$ cat config.mk
export PLATFORM = sky130hd
export DESIGN_NAME = sonic_rx_dma_burst_requester
export DESIGN_NICKNAME = d
export VERILOG_FILES = /design/src/rtl/sonic_dma_burst_pkg.sv /design/src/rtl/sonic_common_idle_timer.sv /design/src/rtl/sonic_rx_dma_burst_requester.sv
export SDC_FILE = /design/constraint.sdc
export NUM_CORES = 1
export LEC_CHECK = 0
export BUFFER_PORTS_ARGS = -buffer_cell sky130_fd_sc_hd__buf_2
export CAP_MARGIN = 20
export CORE_AREA = 2 2 100 102
export CTS_BUF_LIST = sky130_fd_sc_hd__clkbuf_16
export CTS_CLUSTER_SIZE = 28
export DETAILED_ROUTE_END_ITERATION = 12
export DIE_AREA = 0 0 102 104
export PLACE_DENSITY = 0.72
export SLEW_MARGIN = 25
export SYNTH_ARGS = -nofsm -noshare
export SYNTH_HDL_FRONTEND = slang
export SYNTH_SLANG_ARGS = --single-unit
$ cat constraint.sdc
create_clock -name clock -period 5.8 [get_ports clock]
set_input_delay 0.87 -clock clock [delete_from_list [all_inputs] [get_ports clock]]
set_output_delay 0.87 -clock clock [all_outputs]
set_load 0.1 [all_outputs]
$ cat src/rtl/sonic_dma_burst_pkg.sv
`default_nettype none
// ============================================================================
// Module   : sonic_dma_burst_pkg
// Purpose  : Shared types, constants and the length-clamp helper for the
//            RX DMA burst requester.
// Revision : 1.0 - initial release
// ============================================================================
package sonic_dma_burst_pkg;

    // FIFO occupancy width; 13 bits holds a full 4096-qword ring.
    localparam int USED_QWORDS_WIDTH = 13;
    localparam int QWORD_BYTES       = 8;
    localparam int CALC_W            = USED_QWORDS_WIDTH + 1;

    typedef enum logic [1:0] {
        IDLE = 2'd0,
        REQ  = 2'd1,
        XFER = 2'd2,
        GAP  = 2'd3
    } burst_state_t;

    typedef logic [CALC_W-1:0] calc_t;

    function automatic calc_t min3(input calc_t a, input calc_t b, input calc_t c);
        calc_t m;
        m = (a < b) ? a : b;
        return (m < c) ? m : c;
    endfunction

endpackage
`default_nettype wire

$ cat src/rtl/sonic_common_idle_timer.sv
`default_nettype none
// ============================================================================
// Module   : sonic_common_idle_timer
// Purpose  : Saturating cycle counter with synchronous clear and a one-cycle
//            terminal pulse on the step that reaches COUNT_MAX.
// Revision : 1.0 - initial release
// ============================================================================
module sonic_common_idle_timer #(
    parameter int COUNT_MAX = 256
) (
    input  logic clock,
    input  logic reset,
    input  logic i_count_en,
    input  logic i_clear,
    output logic o_terminal
);

    localparam int c_cnt_w = $clog2(COUNT_MAX + 1);

    logic [c_cnt_w-1:0] r_count;

    always_ff @(posedge clock or posedge reset) begin
        if (reset) begin
            r_count <= '0;
        end else if (i_count_en) begin
            if (i_clear) begin
                r_count <= '0;
            end else if (r_count != c_cnt_w'(COUNT_MAX)) begin
                r_count <= r_count + c_cnt_w'(1);
            end
        end
    end

    assign o_terminal = i_count_en && !i_clear && (r_count == c_cnt_w'(COUNT_MAX - 1));

endmodule
`default_nettype wire

$ cat src/rtl/sonic_rx_dma_burst_requester.sv
`default_nettype none
// ============================================================================
// Module   : sonic_rx_dma_burst_requester
// Purpose  : Turns FIFO occupancy into host DMA burst requests on a wrapping
//            ring, then drains exactly the granted qwords with rdreq.
//            Optional idle-timeout flush: define SONIC_BURST_TIMEOUT_EN.
// Revision : 1.0 - initial release
// ============================================================================
module sonic_rx_dma_burst_requester
    import sonic_dma_burst_pkg::*;
#(
    parameter int                ADDR_W         = 32,
    parameter int                BURST_QWORDS   = 16,
    parameter int                RING_QWORDS    = 4096,
    parameter logic [ADDR_W-1:0] RING_BASE      = '0,
    parameter int                TIMEOUT_CYCLES = 256,
    parameter int                GAP_CYCLES     = 2
) (
    input  logic                          clock,
    input  logic                          reset,
    input  logic                          ena,
    input  logic [USED_QWORDS_WIDTH-1:0]  rdusedqwords,
    input  logic                          empty,
    input  logic                          flush,
    output logic                          rdreq,
    output logic                          req_valid,
    input  logic                          req_ready,
    output logic [ADDR_W-1:0]             req_addr,
    output logic [$clog2(BURST_QWORDS):0] req_len,
    input  logic                          xfer_ready,
    output logic                          busy,
    output logic [31:0]                   burst_count
);

    localparam int    c_len_w = $clog2(BURST_QWORDS) + 1;
    localparam int    c_off_w = $clog2(RING_QWORDS);
    localparam int    c_gap_w = (GAP_CYCLES > 1) ? $clog2(GAP_CYCLES) : 1;
    localparam calc_t c_burst = calc_t'(BURST_QWORDS);
    localparam calc_t c_ring  = calc_t'(RING_QWORDS);

    burst_state_t        r_state;
    burst_state_t        w_state_next;
    logic [c_off_w-1:0]  r_wr_offset;
    logic [c_len_w-1:0]  r_req_len;
    logic [c_len_w-1:0]  r_remaining;
    logic [ADDR_W-1:0]   r_req_addr;
    logic                r_req_valid;
    logic                r_busy;
    logic                r_flush_pending;
    logic [31:0]         r_burst_count;
    logic [c_gap_w-1:0]  r_gap_cnt;

    calc_t               w_avail;
    calc_t               w_room;
    logic [c_len_w-1:0]  w_len;
    logic [c_off_w-1:0]  w_next_offset;
    logic [ADDR_W-1:0]   w_entry_addr;
    logic                w_go;
    logic                w_idle_go;
    logic                w_accept;
    logic                w_rdreq;
    logic                w_last_qword;
    logic                w_flush_clr;
    logic                w_timeout;

    assign w_avail       = empty ? '0 : {1'b0, rdusedqwords};
    assign w_room        = c_ring - calc_t'(r_wr_offset);
    assign w_len         = c_len_w'(min3(w_avail, c_burst, w_room));
    assign w_go          = (w_avail >= c_burst)
                         || ((w_room < c_burst) && (w_avail >= w_room))
                         || (r_flush_pending && (w_avail != '0));
    assign w_idle_go     = ena && (r_state == IDLE) && w_go;
    assign w_accept      = ena && (r_state == REQ) && req_ready;
    assign w_rdreq       = ena && (r_state == XFER) && xfer_ready;
    assign w_last_qword  = w_rdreq && (r_remaining == c_len_w'(1));
    // Power-of-two ring: truncating the sum is the modulo.
    assign w_next_offset = r_wr_offset + c_off_w'(r_req_len);
    assign w_entry_addr  = RING_BASE + ADDR_W'(r_wr_offset) * ADDR_W'(QWORD_BYTES);
    assign w_flush_clr   = w_accept || (ena && (r_state == IDLE) && (w_avail == '0));

`ifdef SONIC_BURST_TIMEOUT_EN
    logic w_partial;
    assign w_partial = (w_avail != '0) && (w_avail < c_burst);

    sonic_common_idle_timer #(
        .COUNT_MAX (TIMEOUT_CYCLES)
    ) u_idle_timer (
        .clock      (clock),
        .reset      (reset),
        .i_count_en (ena),
        .i_clear    (!((r_state == IDLE) && w_partial && !w_go)),
        .o_terminal (w_timeout)
    );
`else
    // No timer in this build; the parameter stays for a uniform interface.
    assign w_timeout = (TIMEOUT_CYCLES < 0);
`endif

    always_ff @(posedge clock or posedge reset) begin
        if (reset) begin
            r_state <= IDLE;
        end else begin
            r_state <= w_state_next;
        end
    end

    always_comb begin
        w_state_next = r_state;
        if (ena) begin
            case (r_state)
                IDLE:    if (w_go) w_state_next = REQ;
                REQ:     if (req_ready) w_state_next = XFER;
                XFER:    if (w_last_qword) w_state_next = GAP;
                GAP:     if (r_gap_cnt == '0) w_state_next = IDLE;
                default: w_state_next = IDLE;
            endcase
        end
    end

    always_ff @(posedge clock or posedge reset) begin
        if (reset) begin
            r_wr_offset     <= '0;
            r_req_len       <= '0;
            r_remaining     <= '0;
            r_req_addr      <= RING_BASE;
            r_req_valid     <= 1'b0;
            r_busy          <= 1'b0;
            r_flush_pending <= 1'b0;
            r_burst_count   <= '0;
            r_gap_cnt       <= '0;
        end else begin
            // A new flush wins over a same-cycle clear so it is never lost.
            r_flush_pending <= flush || w_timeout || (r_flush_pending && !w_flush_clr);
            if (ena) begin
                r_req_valid <= (w_state_next == REQ);
                r_busy      <= (w_state_next != IDLE);
                if (w_idle_go) begin
                    r_req_len  <= w_len;
                    r_req_addr <= w_entry_addr;
                end
                if (w_accept) begin
                    r_wr_offset   <= w_next_offset;
                    r_burst_count <= r_burst_count + 32'd1;
                    r_remaining   <= r_req_len;
                end else if (w_rdreq) begin
                    r_remaining <= r_remaining - c_len_w'(1);
                end
                if (w_last_qword) begin
                    r_gap_cnt <= c_gap_w'(GAP_CYCLES - 1);
                end else if ((r_state == GAP) && (r_gap_cnt != '0)) begin
                    r_gap_cnt <= r_gap_cnt - c_gap_w'(1);
                end
            end
        end
    end

    assign rdreq       = w_rdreq;
    assign req_valid   = r_req_valid;
    assign req_addr    = r_req_addr;
    assign req_len     = r_req_len;
    assign busy        = r_busy;
    assign burst_count = r_burst_count;

endmodule
`default_nettype wire
# --- Yosys cells after proc, flatten, opt, wreduce, memory -nomap -nowiden ---
# Cells that the tools add are included.
totals:
  regBits: 72
  latch_bits: 0
  mem_bits_rw: 0
  mem_bits_ro: 0
  in_bits: 20
  output_inout_bits: 72
  wordCells: 65
  n_memories: 0
classes:
  n_addsub: 5
  mul: 0
  div: 0
  magnitude_cmp: 5
  eq_ne: 5
  n_shift: 0
  mux: 13
  bitwise_logic: 0
  n_reduce_logical: 27
op_table:
  columns: ["op", "count"]
  rows:
  - ["adder 32 x 1 -> 32 bit, second input constant", 1]
  - ["2-to-1 mux 13 bit", 2]
  - ["2-to-1 mux 5 bit", 3]
  - ["greater-or-equal comparator 13 x 14 -> 1 bit", 1]
  - ["zero test 14 bit", 1]
  - ["less-than comparator 13 x 14 -> 1 bit", 1]
  - ["less-than comparator 14 x 5 -> 1 bit, second input constant", 1]
  - ["nonzero test 14 bit", 1]
  - ["subtractor 13 x 12 -> 14 bit, first input constant", 1]
  - ["greater-or-equal comparator 13 x 5 -> 1 bit, second input constant", 1]
  - ["less-than comparator 13 x 5 -> 1 bit, second input constant", 1]
  - ["adder 12 x 5 -> 12 bit", 1]
  - ["logical AND 1 bit", 12]
  - ["2-to-1 mux 2 bit", 5]
  - ["case mux 2 bit (4 select lines)", 1]
  - ["AND reduction 2 bit", 4]
  - ["nonzero test 2 bit", 3]
  - ["== test 5 x 1 -> 1 bit, second input constant", 1]
  - ["subtractor 5 x 1 -> 5 bit, second input constant", 1]
  - ["== test 2 x 1 -> 1 bit, second input constant", 2]
  - ["== test 2 bit, second input constant", 2]
  - ["logical OR 1 bit", 4]
  - ["zero test 2 bit", 1]
  - ["2-to-1 mux 1 bit", 2]
  - ["2 further kinds", 2]

# --- Depth between registers and ports, before layout ---
# Gate-level depths: netlist of run 1.
logic_depth:
  word_depth: 9
  depth_mapped: 14
  depth_no_buf: 13

# --- Worst setup path after synthesis of run 1 ---
# No wires, ideal clock.
synth_timing:
  path_type: "input to register"
  from: "input rdusedqwords[4]"
  to: "register r_req_len[3] (netlist: req_len[3])"
  setup_ns: 0.126
  arrival_ns: 3.291
  required_time_ns: 5.674
  setup_slack_ns: 2.384
  cell_stages: 13
  n_path_buf: 0
  cell_sequence: "or4_1 nor4_1 nor2_1 nor2_1 and2_1 ha_1 o21ai_0 a21oi_1 o21ai_0 a21oi_1 and3b_1 a22o_1 mux2_4"
synth_between:
  elab_chain_cells: 7
  word_cells_on_any_way: 14
  classes_between: "order compare: 4; mux: 3; reduce/logical: 7"
synth_lines:
  columns: ["item", "line_no", "rtl"]
  rows:
  - ["start, declared", "sonic_rx_dma_burst_requester.sv:22", "input logic [USED_QWORDS_WIDTH-1:0] rdusedqwords,"]
  - ["2-to-1 mux 13 bit (*)", "sonic_rx_dma_burst_requester.sv:66", "assign w_avail = empty ? '0 : {1'b0, rdusedqwords};"]
  - ["branches (longest 6 deep; another with less-than comparator 13 x 14 -> 1 bit)", null, null]
  - ["end signal, assigned", "sonic_rx_dma_burst_requester.sv:138", "r_req_len <= w_len;"]
  - ["end, declared", "sonic_rx_dma_burst_requester.sv:44", "logic [c_len_w-1:0] r_req_len;"]
# Every way passes the cells marked *.
# A chain may end at the register's enable or synchronous reset.

# --- Worst setup path in the final report of run 1 ---
layout_timing:
  from: "input rdusedqwords[4]"
  to: "register r_req_len[2] (netlist: req_len[2])"
# Same word-level chain as after synthesis.

==> summary.md, run 1 <==
| Metric | Value |
|---|---|
| PostCTS Resize Cnt | 0 |
| Post-DRT Antenna Nets | 0 |
| Hold slack | 0.457 ns |
| Clk Latency, worst-skew pair | 0.33 ns |
| Starting Density | 0.481 |
| Max Root-Sink Buffers | 2 |
| Setup-failing EPs final | 0 |
| Layout cells sized above 1 | 0.207 |
| Class of the worst hold path | flop to flop |
| Largest net degree at the start of global routing | 73 |
| Die area | 10600 um2 |
| Max-slew violation count | 0 |
| Worst Path Required | 6.01 ns |
| Initial antenna violation count | 0 |
| Total CTS buffers | 9 |
| CTS Hold Buffers Added | 0 |
| Residual DRC | 0 |
| Worst Max-Slew Pin Slew | 0.890 ns |
| Std cell rows | 36 |
| DRT iter0 DRCs | 151 |
| Async SR Flop Fraction | 1.00 |
| WP depth | 14 |
| Gr usage total | 0.188 |
| R2R depth | 12 |
| CP bufs+invs | 1 |
| Min-Delay Endpoint | burst_count[31] |
| H-tree depth | 3 |
| Placed Cells | 667 |
| Max incr delay on CP | 0.52 ns |
| Post-route setup TNS | 0 ns |
| Synthesized flop and latch total | 72 |
| Status | finished, final reports clean |
| Synth warn | 0 |
| Nets | 600 |
| Vias in the first global route | 3407 |
| First-pass GRT wire length | 16100 um |
| DR WL/cell | 14.0 um |
| Most common flop cell mapped by yosys | dfrtp_1 |
| Die W | 102 um |
| Antenna diodes | 0 |
| Final Hold Viols | 0 |
| Family with the most delay on the worst path | simple AND/OR/NAND/NOR gates |
| Final min period | 3.74 ns |
| CTS tree | done |
| Clock sinks | 72 |
| Hold_sp | burst_count[31] |
| RR Endpoint | req_len[4] |
| Peak supply drop | 0.274 mV |
| Worst path cell trace | buf_2 > or4_1 > nor4_1 > nor2_1 > nor2_1 > and2_1 > ha_1 > o21ai_0 > a21oi_1 > o21ai_0 > a21oi_1 > and3b_1 > a22o_1 > mux2_4 |
| Die Y | 104 um |
| Multi-input gate area | 2560 um2 |
| Hold depth | 1 |
| Slowest stage cell, crit path | nor4_1 |
| Final Cycle Share | 0.645 |
| Distinct cells, synth | 56 |
| FF+latch area | 1800 um2 |
| Via Count | 3522 |
| TritonRoute pass-1 iters | 4 |
| Post-synth EDFFs | 0 |
| Overall power | 2.58 mW |
| CP Data Arrival Time | 3.95 ns |
| Gpl congestion | 0.892 |
| Area grow syn2layout | 15.0% |
| Mapped Cells | 467 |
| Post-DP HPWL | 7200 um |
| Peak Freq | 0.267 GHz |
| Reg2reg start | r_wr_offset[0] |
| CP Launch Type | input pin |
| Crit path launch | rdusedqwords[4] |
| Fill count | 886 |
| Core ar. | 9550 um2 |
| Rel. slew slack | 0.407 |
| RSZ-0062 raised after global routing | false |
| Post-synthesis sequential area ratio | 0.392 |
| Congestion Overflow GR | 0 |
| IO Count | 92 |
| Non-filler cells, final | 683 |
| Power per cell area | 488 nW/um2 |
| Crit end category | flop |
| Mapped cell area | 4600 um2 |
| Setup CP Type | input pin to flop |
| Crit-path max FO | 5 |
| WL final | 9600 um |
| Clock transition at path regs | 0.06 ns |
| Reg2Reg Setup Slack | 2.09 ns |
| Setup Buffers After CTS | 0 |
| Clock Skews | 0.0102 ns |
| Syn Area/Cell | 9.84 um2 |
| DR vias/cell | 5.16 |
| Clock Root Buffer | clkbuf_16 |
| IO Port Bufs | 71 |
| Cell leakage power | 2.79 nW |
| Max cap viols | 0 |
## cell type report
cell class,instances,share of cell area
clock buffers,9,0.0426
clock inverters,7,0.0121
inverters,23,0.0163
multi-input cells,365,0.485
flip-flops and latches,72,0.341
well taps,133,0.0315
repair buffers,74,0.0715
## state kept, by name, indices dropped and copies added (netlist names), 2 cells and up
| signal | cells |
|---|---|
| r_state | 2 |
| burst_count | 32 |
| r_wr_offset | 12 |
| req_len | 5 |
| r_remaining | 5 |
| req_addr | 12 |
## worst max path at each step
stage	to
6_report	req_len[2]
5_1_grt	req_len[4]
4_1_cts	req_len[4]
3_5_place_dp	req_len[2]
3_3_place_gp	req_len[2]
2_1_floorplan	req_len[3]
## worst register-to-register path, delay by kind of cell (launching register included)
kind	cells	cell delay, ns
compound gates	5	0.96
simple gates	1	0.52
buf+inv	2	0.51
fa+ha+maj	2	0.51
flops	1	0.47
mux	1	0.34
xor+xnor	1	0.29
## logic make-up after synthesis
family                     after synthesis  share of synthesized area
DFF                                     72                      0.392
xor gates and xnor gates                53                      0.101
muxes                                   17                     0.0545
AOI/OAI and AO/OA                       62                     0.0931
other                                    1                   0.000816
adders and majority gates               35                     0.0969
buffers and inverters                   57                     0.0721
and+or+nand+nor                        170                      0.189
## power by group
group / internal (mW) / switching (mW)
sequential: 0.608 / 0.143
clock: 0.329 / 0.203
combinational: 0.396 / 0.902
## per-stage QoR
| step | util | setup WS (ns) | area, um2 |
|---|---|---|---|
| 5_1_grt | 0.553 | 1.84 | 5290 |
| 3_3_place_gp | 0.523 | 1.79 | 5000 |
| 3_5_place_dp | 0.523 | 1.77 | 5000 |
| 4_1_cts | 0.553 | 2.07 | 5290 |
| 6_report | 0.553 | 2.06 | 5290 |
| 2_1_floorplan | - | 2.38 | 4700 |
## per-layer routing
metal	routed length (um)	vias up	track usage	part of all wire
met5	0	-	0	0
met4	122	0	0.0524	0.013
li1	-	1730	-	-
met2	4740	98	0.312	0.49
met3	346	10	0.0343	0.036
met1	4390	1684	0.250	0.46
## synthesized netlist by cell type (7+ instances only)
master / n / area (um2)
xnor2_1: 35 / 307
ha_1: 34 / 425
clkbuf_1: 7 / 26.3
nand3_1: 21 / 105
a21oi_1: 18 / 90.1
nor2b_1: 13 / 81.3
buf_4: 20 / 150
nor3_1: 10 / 50.1
nand2b_1: 9 / 56.3
nand4_1: 11 / 68.8
inv_1: 23 / 86.3
nor2_1: 30 / 113
nand2_1: 44 / 165
mux2_4: 16 / 240
xor2_1: 18 / 158
dfrtp_1: 72 / 1800
o21ai_0: 14 / 70.1
## layout by cell type (no fill, tap or decap), types with 2 or more instances in the layout
cell type   n
and3_1      5
nor2b_1    13
buf_4       3
o221ai_1    3
dfrtp_1    72
and2_1      3
a21oi_1    18
nand4_1    11
clkinv_2    2
or3b_2      2
o21bai_1    2
or4_1       4
ha_1       34
a22oi_1     2
nor4_1      5
nand2b_1    9
nor3b_1     3
or2_2       2
a31oi_1     2
nor2_1     30
buf_2      71
nand3_1    21
and4_1      3
xnor2_1    35
xor2_1     18
nand2_1    44
o211a_1     2
a21o_1      5
inv_1      23
clkbuf_16   9
o21ai_0    14
conb_1     28
nor3_1     10
mux2_4     16
a22o_1      2
(Power assumes the default switching activity.)
==> run 2: changes to the inputs <==
==> constraint.sdc (replaced) <==
create_clock -name clock -period 3.6 [get_ports clock]
set_input_delay 0.54 -clock clock [delete_from_list [all_inputs] [get_ports clock]]
set_output_delay 0.54 -clock clock [all_outputs]
set_load 0.1 [all_outputs]
==> run 2 against run 1 <==
  * Core utilization grew 1.3 points
  * Sequential cell count stayed put
  * Cell count rose by 1.3%
  * Count of clock-buffer cells in the layout unchanged
  * Worst setup slack worse by 1.8 ns
  * Combinational power increased by 77%
  * Clock power up 62%
  * Die area is the same
  * Critical endpoint is now req_addr[12]
  * Clock skew down 0.0053 ns
  * Power increased by 67%
  * Largest cell class unchanged
  * Sequential power is 52% higher
  * Cell area grew 2.4%
==> summary.md, run 2 (synthesis gave the netlist of run 1 again) <==
| Metric | Value |
|---|---|
| Status | finished, final reports clean |
| Clock Root Buffer | clkbuf_16 |
| Clk Latency, worst-skew pair | 0.33 ns |
| PostCTS Resize Cnt | 0 |
| Gpl congestion | 0.927 |
| Residual DRC | 0 |
| R2R depth | 13 |
| CP Data Arrival Time | 3.58 ns |
| Gr usage total | 0.195 |
| Std cell rows | 36 |
| Post-route setup TNS | 0 ns |
| Total CTS buffers | 9 |
| Area grow syn2layout | 17.7% |
| DP Area | 5080 um2 |
| Fill count | 861 |
| DR vias/cell | 5.26 |
| Final Hold Viols | 0 |
| RR Endpoint | req_addr[12] |
| Initial antenna violation count | 0 |
| CTS tree | done |
| Worst Path Required | 3.81 ns |
| Crit-path max FO | 20 |
| CP Launch Type | flop |
| Die area | 10600 um2 |
| Clock sinks | 72 |
| Setup CP Type | flop to flop |
| CTS Hold Buffers Added | 0 |
| Power per cell area | 795 nW/um2 |
| Placed Cells | 677 |
| Worst Max-Slew Pin Slew | 0.899 ns |
| Max-slew violation count | 0 |
| Peak Freq | 0.297 GHz |
| Die W | 102 um |
| Via Count | 3641 |
| Multi-input gate area | 2600 um2 |
| Setup crit end | req_addr[12] |
| Congestion Overflow GR | 0 |
| Rel. slew slack | 0.398 |
| Clock Skews | 0.00494 ns |
| Setup-failing EPs final | 0 |
| Final Cycle Share | 0.936 |
| H-tree depth | 3 |
| Vias in the first global route | 3610 |
| Reg2Reg Setup Slack | 0.23 ns |
| IO Count | 92 |
| TritonRoute pass-1 iters | 5 |
| RSZ-0062 raised after global routing | false |
| Final min period | 3.37 ns |
| Nets | 610 |
| Clock transition at path regs | 0.06 ns |
| Cell leakage power | 2.86 nW |
| Antenna diodes | 0 |
| Setup Buffers After CTS | 0 |
| Largest net degree at the start of global routing | 73 |
| DRT iter0 DRCs | 140 |
| Max cap viols | 0 |
| First-pass GRT wire length | 16800 um |
| Commonest cells after routing, fill and taps aside | dfrtp_1 (72), buf_2 (71), nand2_1 (44), xnor2_1 (34), ha_1 (34) |
| Max reg flops | 32 |
| Final Cell Area | 5410 um2 |
| Crit path launch | r_wr_offset[1] |
| IO Port Bufs | 71 |
| Post-DP HPWL | 7630 um |
| Starting Density | 0.481 |
| Post-DRT Antenna Nets | 0 |
| Class of the worst hold path | input pin to flop |
| Crit end category | flop |
| DR WL/cell | 14.5 um |
| Reg2reg start | r_wr_offset[1] |
| Peak supply drop | 0.389 mV |
| FF+latch area | 1800 um2 |
| Most common cell after layout, fill and taps aside | dfrtp_1 |
| Non-filler cells, final | 692 |
| WL final | 10000 um |
| Layout cells sized above 1 | 0.231 |
| Die Y | 104 um |
| Core ar. | 9550 um2 |
| Max Root-Sink Buffers | 2 |
==> run 2: changes by cell type in the layout (fill, tap and decap cells not counted), sizes merged <==
cell  before  now
buf       74   84
inv       24   23
==> run 2: where the power goes <==
| part | internal [mW] | switching [mW] |
|---|---|---|
| clock | 0.529 | 0.332 |
| sequential | 0.980 | 0.159 |
| combinational | 0.720 | 1.58 |
| total | 2.23 | 2.07 |
==> run 2: stage by stage <==
step | hold WS [ns] | utilization | worst slack [ns] | total power, mW
finish | 0.413 | 0.567 | 0.231 | 4.30
global route | 0.423 | 0.567 | 0.0411 | 4.56
CTS | 0.405 | 0.562 | 0.0306 | 4.28
detailed placement | 0.482 | 0.532 | -0.194 | 3.40
global placement | 0.455 | 0.532 | -0.138 | 3.33
floorplan | 0.460 | - | 0.220 | 2.96
==> run 2: cell type report <==
cell class / count / share of cell area
Tap cell: 133 / 0.0308
Inverter: 23 / 0.0160
Timing Repair Buffer: 84 / 0.0860
Clock inverter: 6 / 0.0113
Sequential cell: 72 / 0.333
Clock buffer: 9 / 0.0416
Multi-Input combinational cell: 365 / 0.481
==> run 2: critical path: stages, from the launching register on <==
cell and delay [ns]:
dfrtp_1 0.38, buf_4 0.16, or4_1 0.48, or2_1 0.26, nor2_1 0.16, xnor2_1 0.19
ha_1 0.30, a21oi_1 0.15, nor2_1 0.07, a211oi_2 0.24, o221ai_2 0.13, o22ai_2 0.18
buf_12 0.22, mux2_4 0.31
==> run 2: worst min path at each step <==
stage | startpoint | end | slack, ns | depth (start not counted)
finish | flush | r_flush_pending | 0.41 | 2
global route | flush | r_flush_pending | 0.42 | 2
CTS | flush | r_flush_pending | 0.40 | 2
detailed placement | burst_count[31] | burst_count[31] | 0.48 | 1
global placement | burst_count[31] | burst_count[31] | 0.45 | 1
floorplan | r_remaining[4] | r_remaining[4] | 0.46 | 2
==> run 2: layer usage <==
layer	part of all wire	wire length, um	vias to the layer above	global-route usage
met3	0.040	398	16	0.0329
met4	0.013	132	0	0.0543
li1	-	-	1752	-
met2	0.51	5100	94	0.338
met5	0	0	-	0
met1	0.44	4370	1779	0.247
==> run 3: changes to the inputs <==
--- a/config.mk
+++ b/config.mk
@@ -7,12 +7,12 @@
 export LEC_CHECK = 0
 export BUFFER_PORTS_ARGS = -buffer_cell sky130_fd_sc_hd__buf_2
 export CAP_MARGIN = 20
-export CORE_AREA = 2 2 100 102
+export CORE_AREA = 2 2 91 93
 export CTS_BUF_LIST = sky130_fd_sc_hd__clkbuf_16
 export CTS_CLUSTER_SIZE = 28
 export DETAILED_ROUTE_END_ITERATION = 12
-export DIE_AREA = 0 0 102 104
-export PLACE_DENSITY = 0.72
+export DIE_AREA = 0 0 93 95
+export PLACE_DENSITY = 0.84
 export SLEW_MARGIN = 25
 export SYNTH_ARGS = -nofsm -noshare
 export SYNTH_HDL_FRONTEND = slang
==> constraint.sdc (replaced) <==
create_clock -name clock -period 4.1 [get_ports clock]
set_input_delay 0.615 -clock clock [delete_from_list [all_inputs] [get_ports clock]]
set_output_delay 0.615 -clock clock [all_outputs]
set_load 0.1 [all_outputs]
==> run 3 against run 2 <==
  * Worst hold slack worse by 0.018 ns
  * Cell area is 2.4% lower
  * Fmax is 11% lower
  * Register-to-register slack better by 0.08 ns
  * Power is 13% lower
  * Non-clock buffer count is 10 lower
  * Combinational power is 19% lower
  * Critical path depth is 1 lower
  * Wire length is 5.5% lower
  * Die area is 17% lower
  * Clock power is 5.8% lower
==> summary.md, run 3 (synthesis gave the netlist of run 1 again) <==
| Metric | Value |
|---|---|
| Status | finished, final reports clean |
| Gpl congestion | 0.983 |
| CP Data Arrival Time | 3.99 ns |
| H-tree depth | 3 |
| Max cap viols | 0 |
| Power per cell area | 707 nW/um2 |
| CP Launch Type | flop |
| Post-DP HPWL | 7210 um |
| Setup-failing EPs final | 0 |
| Die Y | 95 um |
| Via Count | 3598 |
| DRT iter0 DRCs | 149 |
| Max incr delay on CP | 0.54 ns |
| Pre-CTS WS | 0.221 ns |
| Core ar. | 7930 um2 |
| Worst Max-Slew Pin Slew | 0.836 ns |
| Clock transition at path regs | 0.06 ns |
| Worst path cell trace | inv_1 > ha_1 > or3b_2 > xnor2_2 > ha_1 > a21o_1 > a211o_1 > o221ai_1 > o221ai_2 > o22ai_2 > buf_4 > mux2_4 |
| Area grow syn2layout | 14.9% |
| Overall power | 3.73 mW |
| IO Count | 92 |
| Initial antenna violation count | 0 |
| Peak Freq | 0.264 GHz |
| Class of the worst hold path | input pin to async pin |
| Final Hold Viols | 0 |
| Post-DRT Antenna Nets | 0 |
| Crit end category | flop |
| IO Port Bufs | 71 |
| Clock Root Buffer | clkbuf_16 |
| Peak supply drop | 0.519 mV |
| DP Area | 4960 um2 |
| Clock sinks | 72 |
| WL final | 9450 um |
| Clock Skews | 0.00593 ns |
| Cell mode on critical path | ha_1 |
| Reg2reg start | r_wr_offset[0] |
| Gr usage total | 0.222 |
| Post-route setup TNS | 0 ns |
| Cell leakage power | 2.80 nW |
| Total CTS buffers | 9 |
| Setup CP Type | flop to flop |
| Antenna diodes | 0 |
| Final min period | 3.79 ns |
| CTS Hold Buffers Added | 0 |
| Final Cycle Share | 0.924 |
| Max Root-Sink Buffers | 2 |
| Rel. slew slack | 0.440 |
| Die W | 93 um |
| Largest net degree at the start of global routing | 57 |
| Vias in the first global route | 3374 |
| Starting Density | 0.580 |
| Worst Path Required | 4.31 ns |
| CTS tree | done |
| Placed Cells | 639 |
| Most common cell after layout, fill and taps aside | dfrtp_1 |
| Slowest stage cell, crit path | or3b_2 |
| Non-filler cells, final | 654 |
| Crit path launch | r_wr_offset[0] |
| Nets | 600 |
| TritonRoute pass-1 iters | 4 |
| Max reg flops | 32 |
| DR vias/cell | 5.50 |
| Std cell rows | 33 |
| Crit-path max FO | 20 |
| Die area | 8840 um2 |
| Final worst-path setup slack | 0.313 ns |
| Layout cells sized above 1 | 0.209 |
| Residual DRC | 0 |
| Commonest cells after routing, fill and taps aside | dfrtp_1 (72), buf_2 (71), nand2_1 (44), xnor2_1 (34), ha_1 (34) |
| Max-slew violation count | 0 |
| Clk Latency, worst-skew pair | 0.32 ns |
| First-pass GRT wire length | 15500 um |
| Final Cell Area | 5280 um2 |
| Congestion Overflow GR | 0 |
| DR WL/cell | 14.4 um |
| RSZ-0062 raised after global routing | false |
[run 3: changes by cell type in the layout (fill, tap and decap cells not counted), sizes merged]
cell / change
bufinv: +1
buf: -10
clkinv: -1
[run 3: path summary, 6_finish.rpt]
check | endpoint | slack [ns] | cells past startpoint
setup / recovery | req_len[3] | 0.31 | 12
hold / removal | req_addr[11] | 0.40 | 2
setup reg to reg | req_len[3] | 0.31 | 12
hold reg to reg | burst_count[31] | 0.47 | 1
max in group asynchronous | r_wr_offset[1] | 3.01 | 3
min in group clock | burst_count[31] | 0.47 | 1
[run 3: area by class of cell]
type | instances | area, um2
sequential | 72 | 1800
clock inverter | 6 | 85.1
multi-input combinational | 365 | 2570
inverter | 23 | 88.8
fill | 627 | 2650
clock buffer | 9 | 225
timing repair buffer | 74 | 378
tap | 105 | 131
[run 3: power breakdown]
| part | total, mW | switching [mW] | internal (mW) |
|---|---|---|---|
| logic | 1.86 | 1.29 | 0.567 |
| registers | 1.06 | 0.203 | 0.860 |
| clock network | 0.811 | 0.285 | 0.526 |
| total | 3.73 | 1.78 | 1.95 |
[run 3: per-stage QoR]
| stage | util | hold slack, ns |
|---|---|---|
| after detailed placement | 0.626 | 0.470 |
| after global placement | 0.626 | 0.452 |
| final | 0.666 | 0.395 |
| after floorplan | - | 0.460 |
| after global routing | 0.666 | 0.469 |
| after CTS | 0.665 | 0.418 |
[run 3: routing by layer]
layer	routed length, um	track usage	vias up
li1	-	-	1734
met1	4100	0.275	1734
met2	4640	0.382	105
met3	440	0.0359	25
met4	273	0.102	0
met5	0	0	-
[run 3: worst max-delay path: cells and delay by family (launching register included)]
kind / cells / cell delay, ns
compound gates: 5 / 0.93
xor+xnor: 1 / 0.25
fa+ha+maj: 2 / 0.54
buf+inv: 2 / 0.56
flops: 1 / 0.50
mux: 1 / 0.34
simple gates: 1 / 0.54
[run 3: what timing repair did]
action | 4_1_cts | 5_1_grt
endpoints found under the setup margin | 0 | 16
buffers inserted | 0 | 0
gates resized for setup | 0 | 1
